File: config.mk
export PLATFORM = sky130hd
export DESIGN_NAME = fetch_queue
export DESIGN_NICKNAME = d
export VERILOG_FILES = /design/src/rtl/fetch_queue.sv
export SDC_FILE = /design/constraint.sdc
export NUM_CORES = 1
export LEC_CHECK = 0
export CELL_PAD_IN_SITES_DETAIL_PLACEMENT = 0
export CELL_PAD_IN_SITES_GLOBAL_PLACEMENT = 1
export CORE_MARGIN = 1
export CORE_UTILIZATION = 47
export DETAILED_ROUTE_END_ITERATION = 12
export PLACE_DENSITY = 0.76
export RECOVER_POWER = 25
export SYNTH_ARGS = -nofsm -noshare
export SYNTH_HDL_FRONTEND = slang
export SYNTH_SLANG_ARGS = --single-unit
File: constraint.sdc
create_clock -name CLK -period 4.49 [get_ports CLK]
set_input_delay 1.347 -clock CLK [delete_from_list [all_inputs] [get_ports CLK]]
set_output_delay 1.347 -clock CLK [all_outputs]
set_load 0.01 [all_outputs]
File: src/rtl/fetch_queue.sv
// Instruction-fetch stage: owns the fetch PC, reads instruction memory and buffers
// {instr, pc+4} pairs in a small circular queue that drains into decode.
module fetch_queue #(
    parameter int          DEPTH    = 4,
    parameter logic [31:0] RESET_PC = 32'h0000_0000
) (
    input  logic        CLK,
    input  logic        RST,
    input  logic        redirect_valid,
    input  logic [31:0] redirect_pc,
    input  logic        stall,
    output logic [6:0]  imem_addr,
    input  logic [31:0] imem_rdata,
    output logic        out_valid,
    output logic [31:0] out_instr,
    output logic [31:0] out_next_pc
);

    localparam int AW = $clog2(DEPTH);
    localparam int CW = AW + 1;

    logic [31:0]   fetch_pc_reg, fetch_pc_next;
    logic [AW-1:0] wr_ptr_reg, wr_ptr_next;
    logic [AW-1:0] rd_ptr_reg, rd_ptr_next;
    logic [CW-1:0] count_reg, count_next;
    logic [63:0]   entry_reg [DEPTH];

    logic [31:0] pc_plus4;
    logic        pop;
    logic        push;
    logic        wr_en;
    logic [63:0] head;

    assign pc_plus4  = fetch_pc_reg + 32'd4;
    assign out_valid = (count_reg != '0);
    assign pop       = out_valid & ~stall;
    assign push      = (count_reg < CW'(DEPTH)) | pop;
    // Storage is written only on a normal push; reset and redirect leave stale data behind the pointers.
    assign wr_en     = push & ~RST & ~redirect_valid;

    always_comb begin
        fetch_pc_next = fetch_pc_reg;
        wr_ptr_next   = wr_ptr_reg;
        rd_ptr_next   = rd_ptr_reg;
        count_next    = count_reg;
        if (redirect_valid) begin
            fetch_pc_next = redirect_pc;
            wr_ptr_next   = '0;
            rd_ptr_next   = '0;
            count_next    = '0;
        end else begin
            if (push) begin
                fetch_pc_next = pc_plus4;
                wr_ptr_next   = wr_ptr_reg + 1'b1;
            end
            if (pop) begin
                rd_ptr_next = rd_ptr_reg + 1'b1;
            end
            case ({push, pop})
                2'b10:   count_next = count_reg + 1'b1;
                2'b01:   count_next = count_reg - 1'b1;
                default: count_next = count_reg;
            endcase
        end
    end

    always_ff @(posedge CLK) begin
        if (RST) begin
            fetch_pc_reg <= RESET_PC;
            wr_ptr_reg   <= '0;
            rd_ptr_reg   <= '0;
            count_reg    <= '0;
        end else begin
            fetch_pc_reg <= fetch_pc_next;
            wr_ptr_reg   <= wr_ptr_next;
            rd_ptr_reg   <= rd_ptr_next;
            count_reg    <= count_next;
        end
    end

    always_ff @(posedge CLK) begin
        if (wr_en) begin
            entry_reg[wr_ptr_reg] <= {imem_rdata, pc_plus4};
        end
    end

    assign head        = entry_reg[rd_ptr_reg];
    assign out_instr   = out_valid ? head[63:32] : 32'd0;
    assign out_next_pc = out_valid ? head[31:0]  : 32'd0;
    assign imem_addr   = fetch_pc_reg[8:2];

endmodule

# Yosys cells after proc, flatten, opt, wreduce, memory -nomap -nowiden
# Memory sizes are Yosys's and may differ from the RTL's. A register that Yosys moved wholly into a read port is not among the register bits.
# Index checks and enable logic that the tools add are counted.
# totals
out_inout_bits	72
mem_count	1
ramBits	256
ff_bits	39
# classes
magnitude_cmp	1
n_addsub	5
eq_ne	2
n_reduce_logical	4
bitwise	7
muxes	9
# memory_table
name	words	width	read_ports	rd_clocked_by_memory_dff	write_ports	line_no	rtl
entry_reg	4	64	1	1	1	26	logic [63:0] entry_reg [DEPTH];
# ops
cell	count
32-bit 2-to-1 mux	4
32-bit by 3-bit adder with 32-bit output (second input constant)	1
3-bit case mux with 2 select lines	1
2-bit by 1-bit adder with 2-bit output (second input constant)	2
2-bit 2-to-1 mux	2
2-bit nonzero test	2
3-bit by 1-bit adder with 3-bit output (second input constant)	1
1-bit bitwise AND	3
3-bit < comparator (second input constant)	1
1-bit NOT	3
3-bit nonzero test	1
3-bit by 1-bit subtractor with 3-bit output (second input constant)	1
2-bit by 1-bit equality test with 1-bit output (second input constant)	1
2-bit equality test (second input constant)	1
1-bit 2-to-1 mux	2
2-bit OR reduction	1
1-bit bitwise OR	1

# Longest topological paths before layout
# Gate-level depths: netlist of the first run.
# depth
word_depth	7
mapped_depth	7
depth_no_buf	6

# Worst setup path before layout of the first run
# Ideal clock, no wire load.
# synth_path
path_kind	input-to-reg
start	input port stall
end	memory entry_reg[0][0] (enable)
path_slack_ns	0.468
setup_time_ns	0.429
arrival_time_ns	3.593
stages	4
path_cell_list	clkbuf_1 > a211oi_1 > clkbuf_1 > and2_1
# synth_via
elab_chain_len	7
# synth_lines
element	line_no	rtl
start, declared	11	input logic stall,
1-bit NOT	36	assign pop = out_valid & ~stall;
1-bit bitwise AND	36	
1-bit bitwise OR	37	assign push = (count_reg < CW'(DEPTH)) | pop;
1-bit bitwise AND (2 in a row)	39	assign wr_en = push & ~RST & ~redirect_valid;
1-bit 2-to-1 mux	82	if (wr_en) begin
1-bit 2-to-1 mux (not written as such)	83	entry_reg[wr_ptr_reg] <= {imem_rdata, pc_plus4};
end, declared	26	
# Every way passes these cells.

==> metrics.txt, run 1 <==
vias in the first global route 7344; Synth Area in Adders 0.700%; Critical Path End out_next_pc[25]; outcome finished clean; PostCTS Resize Cnt 0; GRT Residual Overflow 0; cts hold-fix bufs 0; sequential cell area 8520 um2; Tmin final 4.09 ns; fin nets 990; Residual DRC 0; clock tree sinks 297; Synth Cell Area 12500 um2; share of cells above drive strength 1 14.8%; WP data arrival 2.74 ns; Cell Chain, Critical Path buf_4 -> mux4_2 -> nor2b_1 -> clkdlybuf4s50_1; Post-Route WL 25900 um; setup slack, reg-to-reg 1.97 ns; Top Ports 140; YS warnings 0; CP bufs+invs 2; post-route ant nets 0; post-synthesis simple-gate area fraction 10.3%; maximum clock path buffer count 3; first-pass GRT wire length 40600 um; clock transition at the registers of the reported paths 0.06 ns; TritonRoute pass-1 iters 5; Worst Skew 0.0129 ns; Reg-to-Reg Start fetch_pc_reg[2]; Ant. Diodes 0; final hold vios 0; Root Driver clkbuf_16; crit start category flop; Max H-tree Level 1; crit path max-delay cell type dfxtp_4; Critical Path RT 3.14 ns; CP top delay family buffers and inverters; leakage 4.87 nW; kind of critical path flop to output port; Synth Register Bits 297; GR met2 Demand/Resource 32.0%; fmax 0.244 GHz; worst hold slack 0.500 ns; Cell Rows 59; post-synth cell types 49; post-synthesis compound-gate area fraction 3.92%; Crit. End Element output port; Post-CTS Setup Inserts 0; Inserted Clock Buffers 31; CP max stage delay 0.61 ns; GRT Total Usage 19.5%; total negative slack 0 ns; Slew @ Worst Pin 0.778 ns; Syn Area/Cell 15.9 um2; Area Growth Syn to Fin 21.8%; Setup-failing EPs final 0; reg2reg path depth 5; max reg flops 256; via count 7150; initial antenna violation count 1; Synthesized Nets 864; die width 165 um; Vias/cell 5.61; Port-buffer cells 139; mux cell area share after synthesis 11.8%; Clk Latency, worst-skew pair 0.54 ns; critical path depth 4; Post-synth EDFFs 256; unrepaired setup endpoints after global routing no; dominant synthesized flop cell edfxtp_1; Power Dens Cells 392 nW/um2; GR Util met1 27.6%; HPWL Detailed 16800 um; Critical Path Fanout Max 20; MaxCap Viol Count 0; main combinational cell family by area after synthesis multiplexers; hold crit path type flop to flop; reg-to-reg endpoint fetch_pc_reg[18]; Core Area 26100 um2; VDD IR max 335 uV; Synth Area in XOR/XNOR 2.66%; slew margin rel. 48.2%; sequential fraction of the synthesis area 68.0%; met3 usage 3.00%; Initial Util 48.0%; Most Used Layer, Global Route met2; area occupied by multi-input gates 3690 um2; GP Congestion 0.834; Pins Over Slew Limit 0; initial DRC count 661; Final period util 91.1%; asr flop ratio synth 0%; fillers 1965; routed len/inst 20.3 um; die area 27300 um2; die span in y 165 um; Syn Inst Count 789; CTS tree done; largest net degree at the start of global routing 51
## layout by cell type (no fill, tap or decap), types with 6 or more instances in the layout
cell type / Yosys / layout
buf_4: 7 / 14
nand3_1: 21 / 21
edfxtp_1: 256 / 256
and3_1: 11 / 11
nand2_1: 26 / 26
clkinv_2: 0 / 7
nor4_1: 6 / 6
ha_1: 7 / 7
dlygate4sd3_1: 0 / 32
nand4_1: 16 / 16
a311oi_1: 13 / 13
o21ai_0: 12 / 12
a21oi_1: 15 / 15
a211oi_1: 8 / 8
nor3_1: 11 / 11
or4_1: 8 / 8
clkbuf_8: 0 / 6
dfxtp_1: 41 / 39
nor2b_1: 67 / 66
xor2_1: 15 / 15
mux4_2: 64 / 64
clkdlybuf4s50_1: 0 / 107
clkbuf_16: 0 / 31
inv_1: 14 / 14
nor2_1: 32 / 32
xnor2_1: 23 / 23
clkbuf_1: 38 / 10
or3_1: 13 / 13
## cell families after synthesis
kind of cell	after synthesis
flops	297
simple gates	231
buf+inv	79
compound gates	70
mux	67
xor+xnor	38
fa+ha+maj	7
## worst min path at each step
| stage | start | cells after the start | endpoint |
|---|---|---|---|
| 3_3_place_gp | wr_ptr_reg[1] | 2 | wr_ptr_reg[1] |
| 6_report | wr_ptr_reg[1] | 2 | wr_ptr_reg[1] |
| 3_5_place_dp | wr_ptr_reg[1] | 2 | wr_ptr_reg[1] |
| 4_1_cts | wr_ptr_reg[1] | 2 | wr_ptr_reg[1] |
| 2_1_floorplan | fetch_pc_reg[0] | 0 | entry_reg[0][0] |
| 5_1_grt | wr_ptr_reg[1] | 2 | wr_ptr_reg[1] |
## cells in the mapped netlist, types with 15 or more instances
cell | count | share of area, %
edfxtp_1 | 256 | 61
nor2b_1 | 67 | 3.3
mux4_2 | 64 | 12
dfxtp_1 | 41 | 6.6
clkbuf_1 | 38 | 1.1
nor2_1 | 32 | 0.96
nand2_1 | 26 | 0.78
xnor2_1 | 23 | 1.6
nand3_1 | 21 | 0.84
nand4_1 | 16 | 0.80
a21oi_1 | 15 | 0.60
xor2_1 | 15 | 1.0
## worst min-delay path, stage by stage, from the launching register on
cell and delay [ns]:
dfxtp_1 0.33, nand2_1 0.06, a21oi_1 0.05
## per-layer routing
layer	share of wire (%)	up-vias
met5	0.050	-
met2	48	201
met1	45	3618
met4	1.2	2
met3	5.3	27
li1	-	3302
## metrics by stage
step	util [%]	setup slack [ns]	instances	total power [mW]	area, um2
6_report	58.5	0.399	1274	5.97	15200
5_1_grt	58.5	0.202	1274	6.18	15200
4_1_cts	58.5	0.286	1274	6.04	15200
3_5_place_dp	54.8	0.731	1217	3.64	14300
3_3_place_gp	54.8	0.819	1217	3.62	14300
2_1_floorplan	-	0.468	789	3.41	12500
## cell type report
cell class / instances / share of cell area [%]
clock buffers: 47 / 5.88
clock inverters: 10 / 0.501
inverters: 14 / 0.345
multi-input cells: 413 / 24.2
flip-flops and latches: 297 / 55.8
well taps: 335 / 2.75
repair buffers: 158 / 10.5
## power breakdown
group	leakage (nW)	internal, mW	switching [mW]
Sequential	2.69	3.08	0.0554
Combinational	1.69	0.230	0.209
Clock	0.480	1.42	0.979
Total	4.87	4.73	1.24
Note: power is estimated with default switching activity, not from simulation.
==> run 2, diff against run 1 <==
MAX_ROUTING_LAYER = met4   (was not set)
==> run 2 against run 1 <==
Effect of this change:
- hold slack improved by 0.00058 ns
- final cell count barely moved
- maximum frequency up 0.13%
- setup slack better by 0.0052 ns
- count of clock-buffer cells in the layout unchanged
- combinational power barely moved
- register-to-register slack about the same
- non-clock buffer count did not move
==> metrics.txt, run 2 (synthesized netlist as in run 1, its figures left out) <==
Post-Route WL 25900 um (about the same); CP max stage delay 0.61 ns (about the same); Top Ports 140 (unchanged); Setup-failing EPs final 0 (unchanged); Area Growth Syn to Fin 21.8% (about the same); CP bufs+invs 2 (unchanged); post-route ant nets 0 (unchanged); Power Dens Cells 391 nW/um2 (about the same); Max H-tree Level 1 (unchanged); Vias/cell 5.62 (+0.22%); combinational power share 7.4% (about the same); critical path depth 4 (unchanged); unrepaired setup endpoints after global routing no; Initial Util 48.0% (unchanged); cts hold-fix bufs 0 (unchanged); leakage 4.87 nW (unchanged); Root Driver clkbuf_16; most frequent cells in the layout edfxtp_1, clkdlybuf4s50_1, nor2b_1, mux4_2, dfxtp_1; die area 27300 um2 (unchanged); Slew @ Worst Pin 0.776 ns (-0.00205 ns); Clk Latency, worst-skew pair 0.54 ns (about the same); CTS tree done; sequential cell area 8520 um2 (unchanged); maximum clock path buffer count 3 (unchanged); crit start category flop; Pins Over Slew Limit 0 (unchanged); hold path depth 2 (unchanged); final hold vios 0 (unchanged); CP top delay family buffers and inverters; initial antenna violation count 1 (unchanged); VDD IR max 335 uV (-0.28%); GP Congestion 0.847 (+1.5%); max reg flops 256 (unchanged); share of cells above drive strength 1 14.8% (unchanged); fillers 1964 (-0.051%); PostCTS Resize Cnt 0 (unchanged); Worst Hold Path EP wr_ptr_reg[1]; largest net degree at the start of global routing 51 (unchanged); Clk network pwr share 40.2% (about the same); Cell Chain, Critical Path buf_4 -> mux4_2 -> nor2b_1 -> clkdlybuf4s50_1; Cell Rows 59 (unchanged); total negative slack 0 ns (unchanged); fin nets 990 (unchanged); die width 165 um (unchanged); setup slack, reg-to-reg 1.98 ns (about the same); TritonRoute pass-1 iters 5 (unchanged); Post-CTS Setup Inserts 0 (unchanged); MaxCap Viol Count 0 (unchanged); clock tree sinks 297 (unchanged); GRT Residual Overflow 0 (unchanged); Inserted Clock Buffers 31 (unchanged); worst hold slack 0.500 ns (+0.000579 ns); outcome finished clean; Util after Layout 58.5% (about the same); Cell Int Power 4.73 mW (about the same); reg-to-reg endpoint fetch_pc_reg[18]; via count 7171 (+0.29%); Residual DRC 0 (unchanged); Core Area 26100 um2 (unchanged); hold crit path type flop to flop; NetSw 1.24 mW (-0.21%); clock transition at the registers of the reported paths 0.06 ns (about the same); commonest non-fill, non-tap cell in the layout edfxtp_1; Reg-to-Reg Start fetch_pc_reg[2]; first-pass GRT wire length 40500 um (about the same); HPWL Detailed 16800 um (unchanged); die span in y 165 um (unchanged); Critical Path Fanout Max 20 (unchanged); kind of critical path flop to output port; vias in the first global route 7334 (-0.14%); Worst Skew 0.0128 ns (-0.000104 ns); Critical Path RT 3.14 ns (about the same); Final period util 91.0% (-0.12 points); WP data arrival 2.74 ns (about the same); GRT Total Usage 20.1% (+0.59 points); area occupied by multi-input gates 3690 um2 (unchanged); Crit. End Element output port; fmax 0.245 GHz (+0.13%); Tot Pwr 5.97 mW (about the same); reg2reg path depth 5 (unchanged); Tmin final 4.09 ns (-0.00525 ns); Flop pwr share 52.5% (about the same); initial DRC count 593 (-10%); routed len/inst 20.3 um (about the same); Hold Startpoint wr_ptr_reg[1]; crit path max-delay cell type dfxtp_4; Port-buffer cells 139 (unchanged); slew margin rel. 48.3% (+0.14 points); Net Sw Frac 20.8% (-0.035 points)
-- run 2: per-layer routing --
layer | track usage [%] | routed length, um
met2 | 31.9 | 12500
met5 | - | 0
met1 | 27.8 | 11600
met3 | 2.92 | 1520
met4 | 3.84 | 344
-- run 2: layout make-up --
class	instances	area share [%]
clock buffer	47	5.87
antenna	1	0.0164
multi-input combinational	413	24.2
inverter	14	0.345
tap	335	2.75
clock inverter	10	0.500
sequential	297	55.8
timing repair buffer	158	10.5
-- run 2: worst max path at each step --
stage               start               end
finish               flop   out_next_pc[25]
global route         flop   out_next_pc[25]
CTS                  flop   out_next_pc[22]
detailed placement  stall  fetch_pc_reg[26]
global placement    stall  fetch_pc_reg[20]
floorplan           stall   entry_reg[0][0]
-- run 2: metrics by stage --
step,cells,setup WS (ns),cell area (um2)
after CTS,1274,0.286,15200
after floorplan,789,0.468,12500
after global placement,1217,0.819,14300
after detailed placement,1217,0.731,14300
final,1275,0.405,15300
after global routing,1275,0.202,15300
-- run 2: worst register-to-register path, stage by stage, from the launching register on --
cell     delay (ns)
dfxtp_1        0.48
ha_1           0.30
nand3_1        0.34
or4_1          0.68
or4_1          0.56
nand3_1        0.10
-- run 2: power groups by stage --
stage | Clock [mW] | Sequential [mW] | Combinational, mW
after floorplan | 0 | 3.16 | 0.247
after global placement | 0 | 3.18 | 0.439
after detailed placement | 0 | 3.19 | 0.450
after CTS | 2.46 | 3.13 | 0.453
after global routing | 2.56 | 3.14 | 0.479
final | 2.40 | 3.13 | 0.439
==> run 3, diff against run 2 <==
CORE_UTILIZATION = 51   (was 47)
PLACE_DENSITY = 0.82   (was 0.76)
SLEW_MARGIN = 40   (was not set)
clock period = 5.1 ns   (was 4.49 ns; I/O delays follow)
==> run 3 against run 2 <==
Effect of this change:
- core utilization rose by 5.3 points
- clock power fell by 16%
- non-clock buffer count shrank 5
- setup slack gained 0.27 ns
- first-iteration DRC count increased by 2.0%
- total power decreased by 14%
- via count grew 1.6%
- critical endpoint is now out_instr[18]
- cell area shrank 0.58%
==> metrics.txt, run 3 (synthesized netlist as in run 1, its figures left out) <==
outcome finished clean; largest net degree at the start of global routing 70 (+37%); GP Congestion 0.868 (+2.4%); CTS tree done; Most Used Layer, Global Route met2; GR met2 Demand/Resource 33.8% (+1.9 points); vias in the first global route 7227 (-1.5%); most frequent cells in the layout edfxtp_1, clkdlybuf4s50_1, nor2b_1, mux4_2, dfxtp_1; first-pass GRT wire length 40400 um (-0.37%); Power Dens Cells 340 nW/um2 (-13%); Final period util 86.7%; Crit. End Element output port; Tmin final 4.42 ns; Slew @ Worst Pin 0.768 ns (-0.00764 ns); die area 25200 um2 (-7.7%); clock transition at the registers of the reported paths 0.07 ns (about the same); Ant. Diodes 0 (-1); share of cells above drive strength 1 14.5% (-0.30 points); Critical Path RT 3.57 ns (+0.43 ns); slew margin rel. 48.8% (+0.51 points); initial DRC count 605 (+2.0%); fin nets 983 (-0.71%); initial antenna violation count 0 (-1); dpl cells 1196 (-1.7%); Critical Path Fanout Max 41 (+110%); max reg flops 256 (unchanged); Max H-tree Level 1 (unchanged); Cell Chain, Critical Path buf_12 -> mux4_2 -> nor2b_1 -> clkdlybuf4s50_1; unrepaired setup endpoints after global routing no; VDD IR max 215 uV (-36%); Residual DRC 0 (unchanged); leakage 4.82 nW (-0.96%); Cell Rows 56 (-5.1%); clock tree sinks 297 (unchanged); die width 159 um (-4.0%); GRT Total Usage 22.0% (+1.9 points); commonest non-fill, non-tap cell in the layout edfxtp_1; cts hold-fix bufs 0 (unchanged); Setup-failing EPs final 0 (unchanged); fillers 1704 (-13%); maximum clock path buffer count 3 (unchanged); Vias/cell 5.83 (+3.7%); Port-buffer cells 139 (unchanged); HPWL Detailed 16900 um (+0.28%); crit start category flop; GRT Residual Overflow 0 (unchanged); setup ws final 0.680 ns (+0.275 ns); Pins Over Slew Limit 0 (unchanged); Non-Filler Instances 1250 (-2.0%); Util after Layout 63.8% (+5.3 points); crit path max-delay cell type dfxtp_4; met3 usage 3.16% (+0.24 points); fmax 0.226 GHz; post-route ant nets 0 (unchanged); final hold vios 0 (unchanged); PostCTS Resize Cnt 0 (unchanged); Root Driver clkbuf_16; Post-Route WL 26500 um (+2.4%); Clk Latency, worst-skew pair 0.54 ns (about the same); die span in y 159 um (-4.0%); hold crit path type flop to flop; TritonRoute pass-1 iters 5 (unchanged); total negative slack 0 ns (unchanged); Inserted Clock Buffers 29 (-6.5%); WP data arrival 2.89 ns (+0.15 ns); Initial Util 52.7% (+4.7 points); Post-CTS Setup Inserts 0 (unchanged); Core Area 23800 um2 (-8.8%); routed len/inst 21.2 um (+4.5%); Worst Skew 0.0123 ns (-0.000535 ns); GR Util met1 30.7% (+2.9 points); Top Ports 140 (unchanged); CP max stage delay 0.69 ns (+0.08 ns); via count 7289 (+1.6%); MaxCap Viol Count 0 (unchanged); kind of critical path flop to output port; Area Growth Syn to Fin 21.1%; dpl ws 1.10 ns (+0.372 ns); Tot Pwr 5.16 mW (-14%)
run 3: layer usage:
layer | up-vias | wire, um
met2 | 309 | 12700
met3 | 50 | 1810
met5 | - | 0
li1 | 3289 | -
met4 | 0 | 656
met1 | 3641 | 11400
run 3: where the power goes:
group | internal (mW) | total (mW) | switching (mW)
logic | 0.202 | 0.388 | 0.186
registers | 2.71 | 2.76 | 0.0496
clock network | 1.14 | 2.01 | 0.877
run 3: path summary, 6_finish.rpt:
check,start,endpoint,slack [ns],depth (start not counted)
max,flop,out_instr[18],0.68,4
min,wr_ptr_reg[1],wr_ptr_reg[1],0.50,2
max reg2reg,fetch_pc_reg[2],fetch_pc_reg[16],2.52,5
min reg2reg,wr_ptr_reg[1],wr_ptr_reg[1],0.50,2
run 3: critical path, delay by kind of cell (launching register included):
family | cells | cell delay (ns)
buffers and inverters | 2 | 0.88
DFF | 1 | 0.69
muxes | 1 | 0.56
and+or+nand+nor | 1 | 0.15
run 3: per-stage QoR:
stage	hold slack [ns]	instance area [um2]
2_1_floorplan	0.459	12500
3_3_place_gp	0.472	14100
3_5_place_dp	0.490	14300
4_1_cts	0.510	15200
5_1_grt	0.533	15200
6_report	0.502	15200
run 3: layout make-up:
cell class / count / area [um2] / share of cell area (%)
Sequential cell: 297 / 8520 / 56.2
Clock buffer: 35 / 778 / 5.13
Timing Repair Buffer: 153 / 1600 / 10.5
Multi-Input combinational cell: 413 / 3690 / 24.4
Tap cell: 319 / 399 / 2.63
Clock inverter: 19 / 126 / 0.833
Inverter: 14 / 52.6 / 0.347
